==> src/rtl/jtdsp16_sio_fifo_if.sv <==
// jtdsp16_sio_fifo_if: CPU register bus plus serial pin group of the DSP16 SIO block.
// Latency: none, this is a bundle of wires.
// Backpressure: none; obe/ovf tell the CPU whether an sdx write was queued or dropped.
// Modports: master = CPU / pin driver side, slave = the SIO block.
interface jtdsp16_sio_fifo_if;
  logic [15:0] wr_data;
  logic        wr;
  logic        rd;
  logic [2:0]  r_field;
  logic [15:0] r_sio;
  logic        ovf;
  logic        ock;
  logic        sio_do;
  logic        sadd;
  logic        old;
  logic        ose;
  logic        obe;
  logic        ick;
  logic        ild;
  logic        sio_di;
  logic        ibf;

  modport master (
    output wr_data, wr, rd, r_field, ick, ild, sio_di,
    input  r_sio, ovf, ock, sio_do, sadd, old, ose, obe, ibf
  );

  modport slave (
    input  wr_data, wr, rd, r_field, ick, ild, sio_di,
    output r_sio, ovf, ock, sio_do, sadd, old, ose, obe, ibf
  );
endinterface

==> src/rtl/jtdsp16_sio_fifo.sv <==
// jtdsp16_sio_fifo: DSP16 serial I/O with a DEPTH-word output FIFO and an optional input shifter.
// Latency: an sdx word pops one cen cycle after it is written to an idle block; old falls CLKDIV/2 cen cycles later.
// Backpressure: obe=0 when the FIFO is full; further sdx writes are dropped and set the sticky ovf.
// Ports: clk, rst (sync, active high), cen (clock enable), bus (jtdsp16_sio_fifo_if.slave).
// Optional feature: define JTDSP16_SIO_INPUT_EN to build the serial input path (ick/ild/sio_di -> ibuf/ibf).
module jtdsp16_sio_fifo #(
  parameter int CLKDIV = 12,
  parameter int DEPTH  = 4
) (
  input  logic              clk,
  input  logic              rst,
  input  logic              cen,
  jtdsp16_sio_fifo_if.slave bus
);
  localparam int AW = $clog2(DEPTH);
  localparam int DW = $clog2(CLKDIV);
  localparam logic [AW:0]   FULL_CNT = (AW+1)'(DEPTH);
  localparam logic [DW-1:0] DIV_LAST = DW'(CLKDIV - 1);
  localparam logic [DW-1:0] DIV_PRE  = DW'(CLKDIV/2 - 1);
  localparam logic [DW-1:0] DIV_HALF = DW'(CLKDIV/2);

  typedef enum logic {IDLE, SHIFT} state_t;
  state_t state, state_nx;

  logic [9:0]    sioc;
  logic [7:0]    srta;
  logic          ovf_q;
  logic [23:0]   mem [DEPTH];
  logic [AW-1:0] rd_ptr, wr_ptr;
  logic [AW:0]   count;
  logic [DW-1:0] div;
  logic [4:0]    bitcnt;
  logic [15:0]   sr;
  logic [7:0]    sa;
  logic          wl8, msb, first, old_q;
  logic          wr_sioc, wr_srta, wr_sdx;
  logic          full, empty, push, pop, drop, rise, done;
  logic [23:0]   head;
  logic [15:0]   ibuf_rd;

  assign wr_sioc = cen & bus.wr & (bus.r_field == 3'd0);
  assign wr_srta = cen & bus.wr & (bus.r_field == 3'd1);
  assign wr_sdx  = cen & bus.wr & (bus.r_field == 3'd2);
  assign full    = (count == FULL_CNT);
  assign empty   = (count == '0);
  // A pop in the same cycle frees the slot, so a full FIFO still accepts.
  assign push    = wr_sdx & (~full | pop);
  assign drop    = wr_sdx & full & ~pop;
  assign head    = mem[rd_ptr];

  always_comb begin
    state_nx = state;
    pop      = 1'b0;
    rise     = 1'b0;
    done     = 1'b0;
    if (cen) begin
      case (state)
        IDLE: begin
          if (!empty) begin
            pop      = 1'b1;
            state_nx = SHIFT;
          end
        end
        SHIFT: begin
          if (bitcnt == 5'd0) begin
            // Word finished: chain the next one with no gap, or go idle.
            done = 1'b1;
            if (!empty) pop = 1'b1;
            else        state_nx = IDLE;
          end else if (div == DIV_PRE) begin
            rise = 1'b1;  // ock goes high on this edge
          end
        end
        default: state_nx = IDLE;
      endcase
    end
  end

  always_ff @(posedge clk) begin
    if (rst) state <= IDLE;
    else     state <= state_nx;
  end

  always_ff @(posedge clk) begin
    if (push) mem[wr_ptr] <= {bus.wr_data, srta};
  end

  always_ff @(posedge clk) begin
    if (rst) begin
      sioc   <= '0;
      srta   <= '0;
      ovf_q  <= 1'b0;
      rd_ptr <= '0;
      wr_ptr <= '0;
      count  <= '0;
      div    <= '0;
      bitcnt <= '0;
      sr     <= '0;
      sa     <= '0;
      wl8    <= 1'b0;
      msb    <= 1'b0;
      first  <= 1'b0;
      old_q  <= 1'b1;
    end else begin
      if (wr_sioc) begin
        sioc  <= bus.wr_data[9:0];
        ovf_q <= 1'b0;
      end
      if (wr_srta) srta  <= bus.wr_data[7:0];
      if (drop)    ovf_q <= 1'b1;
      if (push)    wr_ptr <= wr_ptr + 1'b1;
      if (pop)     rd_ptr <= rd_ptr + 1'b1;
      if (push && !pop)      count <= count + 1'b1;
      else if (pop && !push) count <= count - 1'b1;

      if (cen) begin
        if (pop || state_nx == IDLE) div <= '0;
        else if (div == DIV_LAST)    div <= '0;
        else                         div <= div + 1'b1;

        if (pop) begin
          // Word length and order are latched here so sioc writes mid-word are harmless.
          sr     <= sioc[1] ? {8'd0, head[15:8]} : head[23:8];
          sa     <= head[7:0];
          bitcnt <= sioc[1] ? 5'd8 : 5'd16;
          wl8    <= sioc[1];
          msb    <= sioc[6];
          first  <= 1'b1;
        end else if (rise) begin
          if (first) begin
            // Load edge: old falls, data does not move.
            first <= 1'b0;
            old_q <= 1'b0;
          end else begin
            if (msb) begin
              sr <= {sr[14:0], 1'b0};
              sa <= {sa[6:0], 1'b0};
            end else begin
              sr <= {1'b0, sr[15:1]};
              sa <= {1'b0, sa[7:1]};
            end
            bitcnt <= bitcnt - 1'b1;
          end
        end else if (done) begin
          old_q <= 1'b1;
        end
      end
    end
  end

  assign bus.ock    = (state == SHIFT) && (div >= DIV_HALF);
  assign bus.sio_do = (state == SHIFT) && (msb ? (wl8 ? sr[7] : sr[15]) : sr[0]);
  assign bus.sadd   = (state == SHIFT) && (msb ? sa[7] : sa[0]);
  assign bus.old    = old_q;
  assign bus.ose    = (state == IDLE) && empty;
  assign bus.obe    = ~full;
  assign bus.ovf    = ovf_q;

`ifdef JTDSP16_SIO_INPUT_EN
  logic        ick_d, irise, xfer, rd_sdx;
  logic [15:0] isr, isr_nx, ibuf;
  logic [4:0]  icnt;
  logic        ibf_q;

  always_comb begin
    rd_sdx = cen & bus.rd & (bus.r_field == 3'd2);
    irise  = cen & bus.ick & ~ick_d & ~bus.ild;
    isr_nx = sioc[6] ? {isr[14:0], bus.sio_di} : {bus.sio_di, isr[15:1]};
    xfer   = irise && (icnt == (sioc[1] ? 5'd7 : 5'd15));
  end

  always_ff @(posedge clk) begin
    if (rst) begin
      ick_d <= 1'b0;
      isr   <= '0;
      icnt  <= '0;
      ibuf  <= '0;
      ibf_q <= 1'b0;
    end else if (cen) begin
      ick_d <= bus.ick;
      // ild high re-aligns the input word boundary.
      if (bus.ild) icnt <= '0;
      else if (irise) begin
        isr  <= isr_nx;
        icnt <= xfer ? 5'd0 : icnt + 1'b1;
      end
      if (rd_sdx) ibf_q <= 1'b0;
      // An arriving word wins over a read in the same cycle.
      if (xfer) begin
        ibf_q <= 1'b1;
        if (!sioc[1])    ibuf <= isr_nx;
        else if (sioc[6]) ibuf <= {8'd0, isr_nx[7:0]};
        else             ibuf <= {8'd0, isr_nx[15:8]};
      end
    end
  end

  assign bus.ibf = ibf_q;
  assign ibuf_rd = ibuf;
`else
  logic unused_in;
  assign unused_in = ^{bus.ick, bus.ild, bus.sio_di, bus.rd};
  assign bus.ibf   = 1'b0;
  assign ibuf_rd   = '0;
`endif

  always_comb begin
    bus.r_sio = '0;
    case (bus.r_field)
      3'd0:    bus.r_sio = {6'd0, sioc};
      3'd1:    bus.r_sio = {8'd0, srta};
      3'd2:    bus.r_sio = ibuf_rd;
      default: bus.r_sio = '0;
    endcase
  end
endmodule

==> src/flat_wrapper.sv <==
// flat-port wrapper written by rule: the top's interface ports become plain ports
module jtdsp16_sio_fifo_flat 
#(
  parameter int CLKDIV = 12,
  parameter int DEPTH  = 4
)
  (clk, rst, cen, bus_wr_data, bus_wr, bus_rd, bus_r_field, bus_ick, bus_ild, bus_sio_di, bus_r_sio, bus_ovf, bus_ock, bus_sio_do, bus_sadd, bus_old, bus_ose, bus_obe, bus_ibf);
  jtdsp16_sio_fifo_if bus_i ();
  input  logic clk;
  input  logic rst;
  input  logic cen;
  input wire logic [$bits(bus_i.wr_data)-1:0] bus_wr_data;
  input wire logic [$bits(bus_i.wr)-1:0] bus_wr;
  input wire logic [$bits(bus_i.rd)-1:0] bus_rd;
  input wire logic [$bits(bus_i.r_field)-1:0] bus_r_field;
  input wire logic [$bits(bus_i.ick)-1:0] bus_ick;
  input wire logic [$bits(bus_i.ild)-1:0] bus_ild;
  input wire logic [$bits(bus_i.sio_di)-1:0] bus_sio_di;
  output wire logic [$bits(bus_i.r_sio)-1:0] bus_r_sio;
  output wire logic [$bits(bus_i.ovf)-1:0] bus_ovf;
  output wire logic [$bits(bus_i.ock)-1:0] bus_ock;
  output wire logic [$bits(bus_i.sio_do)-1:0] bus_sio_do;
  output wire logic [$bits(bus_i.sadd)-1:0] bus_sadd;
  output wire logic [$bits(bus_i.old)-1:0] bus_old;
  output wire logic [$bits(bus_i.ose)-1:0] bus_ose;
  output wire logic [$bits(bus_i.obe)-1:0] bus_obe;
  output wire logic [$bits(bus_i.ibf)-1:0] bus_ibf;
  assign bus_i.wr_data = bus_wr_data;
  assign bus_i.wr = bus_wr;
  assign bus_i.rd = bus_rd;
  assign bus_i.r_field = bus_r_field;
  assign bus_i.ick = bus_ick;
  assign bus_i.ild = bus_ild;
  assign bus_i.sio_di = bus_sio_di;
  assign bus_r_sio = bus_i.r_sio;
  assign bus_ovf = bus_i.ovf;
  assign bus_ock = bus_i.ock;
  assign bus_sio_do = bus_i.sio_do;
  assign bus_sadd = bus_i.sadd;
  assign bus_old = bus_i.old;
  assign bus_ose = bus_i.ose;
  assign bus_obe = bus_i.obe;
  assign bus_ibf = bus_i.ibf;
  jtdsp16_sio_fifo #(.CLKDIV(CLKDIV), .DEPTH(DEPTH)) u_core (.clk(clk), .rst(rst), .cen(cen), .bus(bus_i));
endmodule
==> config.mk <==
export PLATFORM = sky130hd
export DESIGN_NAME = jtdsp16_sio_fifo_flat
export DESIGN_NICKNAME = d
export VERILOG_FILES = /design/src/rtl/jtdsp16_sio_fifo_if.sv /design/src/rtl/jtdsp16_sio_fifo.sv /design/src/flat_wrapper.sv
export SDC_FILE = /design/constraint.sdc
export NUM_CORES = 1
export LEC_CHECK = 0
export CAP_MARGIN = 5
export CORE_MARGIN = 4
export CORE_UTILIZATION = 60
export CTS_BUF_LIST = sky130_fd_sc_hd__clkbuf_8
export CTS_CLUSTER_SIZE = 8
export DETAILED_ROUTE_END_ITERATION = 16
export GPL_ROUTABILITY_DRIVEN = 0
export PLACE_DENSITY = 0.81
export SLEW_MARGIN = 20
export SYNTH_ARGS = -nofsm -noshare
export SYNTH_HDL_FRONTEND = slang
export SYNTH_SLANG_ARGS = --single-unit
==> constraint.sdc <==
create_clock -name clk -period 3.5 [get_ports clk]
set_input_delay 0.875 -clock clk [delete_from_list [all_inputs] [get_ports clk]]
set_output_delay 0.875 -clock clk [all_outputs]
set_load 0.1 [all_outputs]
==> results.txt, run 1 <==
----------------------------------------------------
[Floorplanning]
  Number of primary I/O pins ... 51
  Die span in x ... 114 um
  Overall die height ... 114 um
  Core Rows ... 38
  Die outline area ... 0.0131 mm^2
  Initial Utilization ... 0.620
  Standard cell core area ... 0.0110 mm^2

[Logic synthesis]
  Top cells by area, synth ... sky130_fd_sc_hd__edfxtp_1 42%, sky130_fd_sc_hd__dfxtp_1 19%, sky130_fd_sc_hd__mux4_2 7.9%
  EDFF count, synth ... 96
  Share of synthesized area occupied by flip-flops and latches ... 0.618
  Share of flip-flops with an asynchronous set or reset after synthesis ... 0
  Cells after synthesis ... 520
  Prevailing post-synth register cell ... sky130_fd_sc_hd__edfxtp_1
  Top-count cell post-synth ... sky130_fd_sc_hd__edfxtp_1
  Netlist Area Pre-Place ... 0.00680 mm^2
  Top cells by instance count after synthesis ... 96 x sky130_fd_sc_hd__edfxtp_1, 66 x sky130_fd_sc_hd__dfxtp_1, 44 x sky130_fd_sc_hd__nand2_1
  Post-Syn Area per Cell ... 13.1 um^2
  Number of warnings issued by yosys ... 0
  Synth top area share ... 0.424
  Synthesis-stage register bit count ... 162
  Number of distinct standard cells referenced by the synthesized netlist ... 54
  Cell taking the most area after synthesis ... sky130_fd_sc_hd__edfxtp_1

[Clocking]
  Clock transition time at the flip-flop clock pins of the worst setup and hold paths ... 0.09 ns
  CTS root buf ... sky130_fd_sc_hd__clkbuf_8
  H-tree levels ... 4
  Setup bufs post-CTS ... 0
  Number of CTS-inserted buffers ... 17
  CTS tree ... built
  # hold bufs at CTS ... 0
  Maximum buffer depth of the clock tree ... 2
  Count of clock tree sinks ... 162
  Post-cts resize count ... 0
  Clk Latency, worst-skew pair ... 0.45 ns

[Critical path]
  Type of the worst setup path ... input port to primary output
  Endpoint kind of the worst setup timing path ... primary output
  Worst R2R End ... u_core.count[2]$_SDFFE_PP0P_
  Data arrival, critical path ... 2.27 ns
  End of the critical path ... bus_r_sio[9]
  Startpoint of the most critical register-to-register path ... u_core.bitcnt[0]$_SDFFE_PP0P_
  Kind of launch point of the worst setup path ... input port
  Worst reg2reg setup slack ... 0.55 ns
  Critical path fanouts, max ... 10
  Number of cells on the worst reg-to-reg path ... 12
  Worst EP required ... 2.62 ns
  Start point of the critical path ... bus_r_field[0]

[STA]
  Achievable frequency ... 318 MHz
  Fin Hold WS ... 0.460 ns
  Count of endpoints failing hold in the final timing report ... 0
  Total Negative Setup Slacks ... 0 ns
  Remaining max-slew budget at the tightest pin ... 0.511
  Post-route clock period utilization ... 0.898
  RSZ-0062 raised after global routing ... false
  Final-report max-slew violation count ... 0
  Worst slew pin tran ... 0.732 ns
  Post-route minimum period ... 3.14 ns
  Final setup vio count ... 0
  Setup clock skew after layout ... 0.0135 ns

[Global route]
  Initial antenna violation count ... 0
  Global route overflow ... 0
  Vias in the first global route ... 4484
  Maximum number of pins on one net before global-route repair ... 39
  Overall fraction of global-route tracks in use ... 0.235
  Global-route wire length before repair ... 23100 um

[Final layout]
  Number of nets in the finished design ... 601
  Ratio of cells with drive above 1 in the final layout ... 0.202
  Number of non-filler instances in the completed layout ... 715
  Fillers ... 731
  # diodes ... 0
  Layout overhead on the synthesized area ... 15.7%

[Power]
  Max IR drop VDD ... 511 uV
  Power density over cell area ... 576 mW/mm^2
  Total power ... 4530 uW
  Total leakage power ... 0.00266 uW

[Drt]
  Met2 WL post-DR ... 7410 um
  Vias after detailed routing ... 4439
  Total met3 wirelength after detailed routing ... 904 um
  Drt initial violations ... 382
  Highest layer used for signal routing ... met4
  Via density per instance ... 6.21
  Met1 Wirelength ... 5690 um
  Wire length reported by the detailed router ... 14400 um
  Antenna viol nets, final ... 0
  Length of the first detailed-routing pass in iterations ... 5
  Average wire per cell in the routed design ... 20.1 um
  Remaining design rule violation count ... 0

[Placed design]
  Post-DP HPWL ... 9200 um
  Cells after DPL ... 684
  Count of buffers from port buffering ... 39

[Worst hold path]
  Type of the tightest min-delay check ... register to register

[Status]
  Status ... complete, no violations

[Run]
  Number of violations of the max-capacitance limit ... 0

----------------------------------------------------
==> layout make-up <==
cell class | instances | area (um^2) | share of cell area
multi-input combinational | 309 | 2400 | 0.305
inverter | 15 | 56.3 | 0.00715
sequential | 162 | 4200 | 0.534
timing repair buffer | 58 | 661 | 0.0839
tap | 140 | 175 | 0.0223
clock buffer | 17 | 234 | 0.0297
clock inverter | 14 | 140 | 0.0178
==> cell families after synthesis <==
logic type,count (synthesis),synth area share
xor gates and xnor gates,5,0.00644
and+or+nand+nor,137,0.0943
DFF,162,0.618
buffers and inverters,55,0.0359
adders and majority gates,11,0.0213
muxes,64,0.141
other,1,0.000551
AOI/OAI and AO/OA,85,0.0828
==> flip-flops by register name, summed over array words and instances, names as in the netlist, named ones only <==
name / cells
u_core.sr: 16
u_core.wr_ptr: 2
u_core.sa: 8
u_core.rd_ptr: 2
u_core.first: 1
u_core.count: 3
u_core.mem: 96
u_core.sioc: 10
u_core.state: 1
u_core.msb: 1
u_core.srta: 8
u_core.div: 4
u_core.bitcnt: 5
u_core.wl8: 1
u_core.bus.old: 1
u_core.bus.ovf: 1
==> worst min path at each step <==
stage                     cells past startpoint  slack (ns)                   startpoint                           to
after floorplan                               2        0.43  u_core.sioc[8]$_SDFFE_PP0P_  u_core.sioc[8]$_SDFFE_PP0P_
after global placement                        2        0.44  u_core.sioc[3]$_SDFFE_PP0P_  u_core.sioc[3]$_SDFFE_PP0P_
after detailed placement                      2        0.45  u_core.sioc[2]$_SDFFE_PP0P_  u_core.sioc[2]$_SDFFE_PP0P_
after CTS                                     2        0.46  u_core.sioc[2]$_SDFFE_PP0P_  u_core.sioc[2]$_SDFFE_PP0P_
after global routing                          2        0.48  u_core.sioc[8]$_SDFFE_PP0P_  u_core.sioc[8]$_SDFFE_PP0P_
final                                         2        0.46  u_core.sioc[2]$_SDFFE_PP0P_  u_core.sioc[2]$_SDFFE_PP0P_
==> stage by stage <==
stage,area [um^2],worst slack (ns),util
detailed placement,7500,-0.00105,0.683
global placement,7500,0.0732,0.683
CTS,7870,0.349,0.717
floorplan,6850,-0.0498,-
global route,7870,0.281,0.717
finish,7870,0.357,0.717
==> power breakdown <==
part,total (uW),internal (uW),switching (uW),leakage (uW)
Combinational,907,377,530,0.00107
Clock,1300,627,670,0.000197
Sequential,2330,2160,163,0.00140
==> per-layer routing <==
metal,vias to the layer above,GRT usage
li1,2010,-
met4,0,0.0871
met3,31,0.0597
met2,178,0.407
met1,2220,0.285
met5,-,0
==> critical path, stage by stage <==
cell	delay, ns
sky130_fd_sc_hd__clkdlybuf4s50_1	0.42
sky130_fd_sc_hd__buf_4	0.21
sky130_fd_sc_hd__nor3_1	0.34
sky130_fd_sc_hd__and2_1	0.23
sky130_fd_sc_hd__buf_12	0.18
==> layout by cell type, fill, tap and decap left out, types with 14 or more instances in the layout <==
cell / count
sky130_fd_sc_hd__a21oi_1: 36
sky130_fd_sc_hd__buf_12: 14
sky130_fd_sc_hd__buf_4: 22
sky130_fd_sc_hd__clkbuf_8: 17
sky130_fd_sc_hd__clkdlybuf4s50_1: 21
sky130_fd_sc_hd__dfxtp_1: 66
sky130_fd_sc_hd__edfxtp_1: 96
sky130_fd_sc_hd__inv_1: 15
sky130_fd_sc_hd__mux2i_1: 26
sky130_fd_sc_hd__mux4_2: 24
sky130_fd_sc_hd__nand2_1: 44
sky130_fd_sc_hd__nand3_1: 17
sky130_fd_sc_hd__nor2_1: 22
sky130_fd_sc_hd__nor3_1: 21
Note: power is estimated with default switching activity, not from simulation.
==> inputs of run 2 (changes only) <==
--- a/config.mk
+++ b/config.mk
@@ -7,12 +7,12 @@
 export LEC_CHECK = 0
 export CAP_MARGIN = 5
 export CORE_MARGIN = 4
-export CORE_UTILIZATION = 60
+export CORE_UTILIZATION = 55
 export CTS_BUF_LIST = sky130_fd_sc_hd__clkbuf_8
 export CTS_CLUSTER_SIZE = 8
 export DETAILED_ROUTE_END_ITERATION = 16
 export GPL_ROUTABILITY_DRIVEN = 0
-export PLACE_DENSITY = 0.81
+export PLACE_DENSITY = 0.76
 export SLEW_MARGIN = 20
 export SYNTH_ARGS = -nofsm -noshare
 export SYNTH_HDL_FRONTEND = slang
==> run 2 against run 1 <==
Compared with the run above:
- global-route usage is 3.5 points lower
- via count fell by 3.0%
- clock-buffer cell count is 2 higher
- clock skew shrank 0.0038 ns
- utilization is 5.8 points lower
- critical path depth unchanged
- clock power rose by 6%
- cell count increased by 3.9%
- wire length down 5.1%
- critical path type unchanged
==> results.txt, run 2 (synthesized netlist as in run 1, its figures left out) <==
----------------------------------------------------
[STA]
  Setup clock skew after layout ... 0.00973 ns
  Final setup vio count ... 0
  Post-route clock period utilization ... 0.900
  RSZ-0062 raised after global routing ... false
  Final-report max-slew violation count ... 0
  Crit path setup slack, layout ... 0.348 ns
  Achievable frequency ... 317 MHz
  Post-route minimum period ... 3.15 ns
  Worst slew pin tran ... 0.848 ns
  Remaining max-slew budget at the tightest pin ... 0.434
  Count of endpoints failing hold in the final timing report ... 0

[Global route]
  Vias in the first global route ... 4163
  Global route overflow ... 0
  Global-route wire length before repair ... 21800 um
  Overall fraction of global-route tracks in use ... 0.201
  Maximum number of pins on one net before global-route repair ... 58
  Initial antenna violation count ... 0

[Critical path]
  Critical path fanouts, max ... 10
  Type of the worst setup path ... input port to primary output
  Endpoint kind of the worst setup timing path ... primary output
  Worst EP required ... 2.62 ns
  Kind of launch point of the worst setup path ... input port
  Data arrival, critical path ... 2.28 ns

[Drt]
  Via density per instance ... 5.80
  Remaining design rule violation count ... 0
  Length of the first detailed-routing pass in iterations ... 5
  Met2 WL post-DR ... 6790 um
  Antenna viol nets, final ... 0
  Drt initial violations ... 305
  Highest layer used for signal routing ... met4
  Vias after detailed routing ... 4308
  Average wire per cell in the routed design ... 18.4 um
  Met1 Wirelength ... 5920 um
  Total met3 wirelength after detailed routing ... 767 um
  Wire length reported by the detailed router ... 13700 um

[Clocking]
  # hold bufs at CTS ... 0
  H-tree levels ... 4
  Setup bufs post-CTS ... 0
  Post-cts resize count ... 0
  CTS root buf ... sky130_fd_sc_hd__clkbuf_8
  Maximum buffer depth of the clock tree ... 2
  Clk Latency, worst-skew pair ... 0.47 ns
  Clock transition time at the flip-flop clock pins of the worst setup and hold paths ... 0.09 ns
  Number of CTS-inserted buffers ... 17
  CTS tree ... built
  Count of clock tree sinks ... 162

[Final layout]
  Layout overhead on the synthesized area ... 16.8%
  Ratio of cells with drive above 1 in the final layout ... 0.202
  Max FFs per register ... 96
  Number of nets in the finished design ... 600
  Layout Utilization ... 0.659
  # diodes ... 0
  Number of non-filler instances in the completed layout ... 743
  Registers with the most flip-flops ... u_core.mem x96, u_core.sr x16, u_core.sioc x10
  Leading cell type in the layout, fill and taps excluded ... sky130_fd_sc_hd__edfxtp_1
  Register name with the most flops ... u_core.mem
  Commonest non-fill, non-tap cells in the layout ... 96 x sky130_fd_sc_hd__edfxtp_1, 66 x sky130_fd_sc_hd__dfxtp_1, 44 x sky130_fd_sc_hd__nand2_1

[Run]
  Number of violations of the max-capacitance limit ... 0

[Worst hold path]
  Type of the tightest min-delay check ... register to register

[Placed design]
  Post-placement setup slack ... 0.0173 ns
  Cells after DPL ... 711
  Post-DP HPWL ... 8740 um
  Count of buffers from port buffering ... 39

[Floorplanning]
  Die outline area ... 0.0142 mm^2
  Initial Utilization ... 0.564
  Core Rows ... 40
  Standard cell core area ... 0.0121 mm^2
  Number of primary I/O pins ... 51
  Overall die height ... 119 um
  Die span in x ... 119 um

[Power]
  Max IR drop VDD ... 401 uV
  Total leakage power ... 0.00267 uW
  Power density over cell area ... 578 mW/mm^2

[Status]
  Status ... complete, no violations

----------------------------------------------------
[run 2: cell types whose count changed in the layout (fill, tap and decap cells not counted)]
cell / delta
sky130_fd_sc_hd__clkinvlp_4: +2
sky130_fd_sc_hd__buf_12: +1
sky130_fd_sc_hd__inv_8: +1
sky130_fd_sc_hd__buf_4: -2
sky130_fd_sc_hd__inv_6: +2
sky130_fd_sc_hd__clkinv_4: -1
sky130_fd_sc_hd__clkinv_2: -5
sky130_fd_sc_hd__clkbuf_8: +2
[run 2: worst max-delay path, cell delays in order]
cell and delay (ns):
sky130_fd_sc_hd__clkdlybuf4s50_1 0.42, sky130_fd_sc_hd__buf_4 0.21, sky130_fd_sc_hd__nor3_1 0.35, sky130_fd_sc_hd__and2_1 0.23
sky130_fd_sc_hd__buf_12 0.18
[run 2: path summary, 6_finish.rpt]
| path | startpoint | slack, ns | endpoint | cells past startpoint |
|---|---|---|---|---|
| max reg2reg | u_core.bitcnt[0]$_SDFFE_PP0P_ | 0.58 | u_core.count[2]$_SDFFE_PP0P_ | 12 |
| max | bus_r_field[0] | 0.35 | bus_r_sio[8] | 5 |
| min reg2reg | u_core.sioc[8]$_SDFFE_PP0P_ | 0.46 | u_core.sioc[8]$_SDFFE_PP0P_ | 2 |
| min | u_core.sioc[8]$_SDFFE_PP0P_ | 0.46 | u_core.sioc[8]$_SDFFE_PP0P_ | 2 |
[run 2: metrics by stage]
step           TNS, ns  hold WS (ns)  instance area [um^2]  power [uW]
2_1_floorplan  -0.0997         0.432                  6850        3010
6_report             0         0.457                  7950        4590
3_5_place_dp         0         0.448                  7540        3250
4_1_cts              0         0.460                  7950        4610
5_1_grt              0         0.489                  7950        4810
3_3_place_gp         0         0.438                  7540        3220
[run 2: layout make-up]
type / count / area, um^2
Clock inverter: 13 / 150
Timing Repair Buffer: 57 / 666
Inverter: 15 / 56.3
Fill cell: 868 / 4110
Sequential cell: 162 / 4200
Clock buffer: 19 / 262
Multi-Input combinational cell: 309 / 2400
Tap cell: 168 / 210
[run 2: report_power, final]
group          switching [uW]  internal, uW
Combinational             495           380
Clock                     701           684
Sequential                168          2160
Total                    1360          3230
[run 2: layer usage]
metal	track usage	vias up
li1	-	2023
met4	0.0673	0
met2	0.318	126
met3	0.0575	23
met1	0.268	2136
met5	0	-
==> inputs of run 3 (changes only) <==
--- a/config.mk
+++ b/config.mk
@@ -12,6 +12,7 @@
 export CTS_CLUSTER_SIZE = 8
 export DETAILED_ROUTE_END_ITERATION = 16
 export GPL_ROUTABILITY_DRIVEN = 0
+export HOLD_SLACK_MARGIN = 0.1
 export PLACE_DENSITY = 0.76
 export SLEW_MARGIN = 20
 export SYNTH_ARGS = -nofsm -noshare
==> results of run 3 <==
Final layout, timing and power as in run 2 (identical DEF).
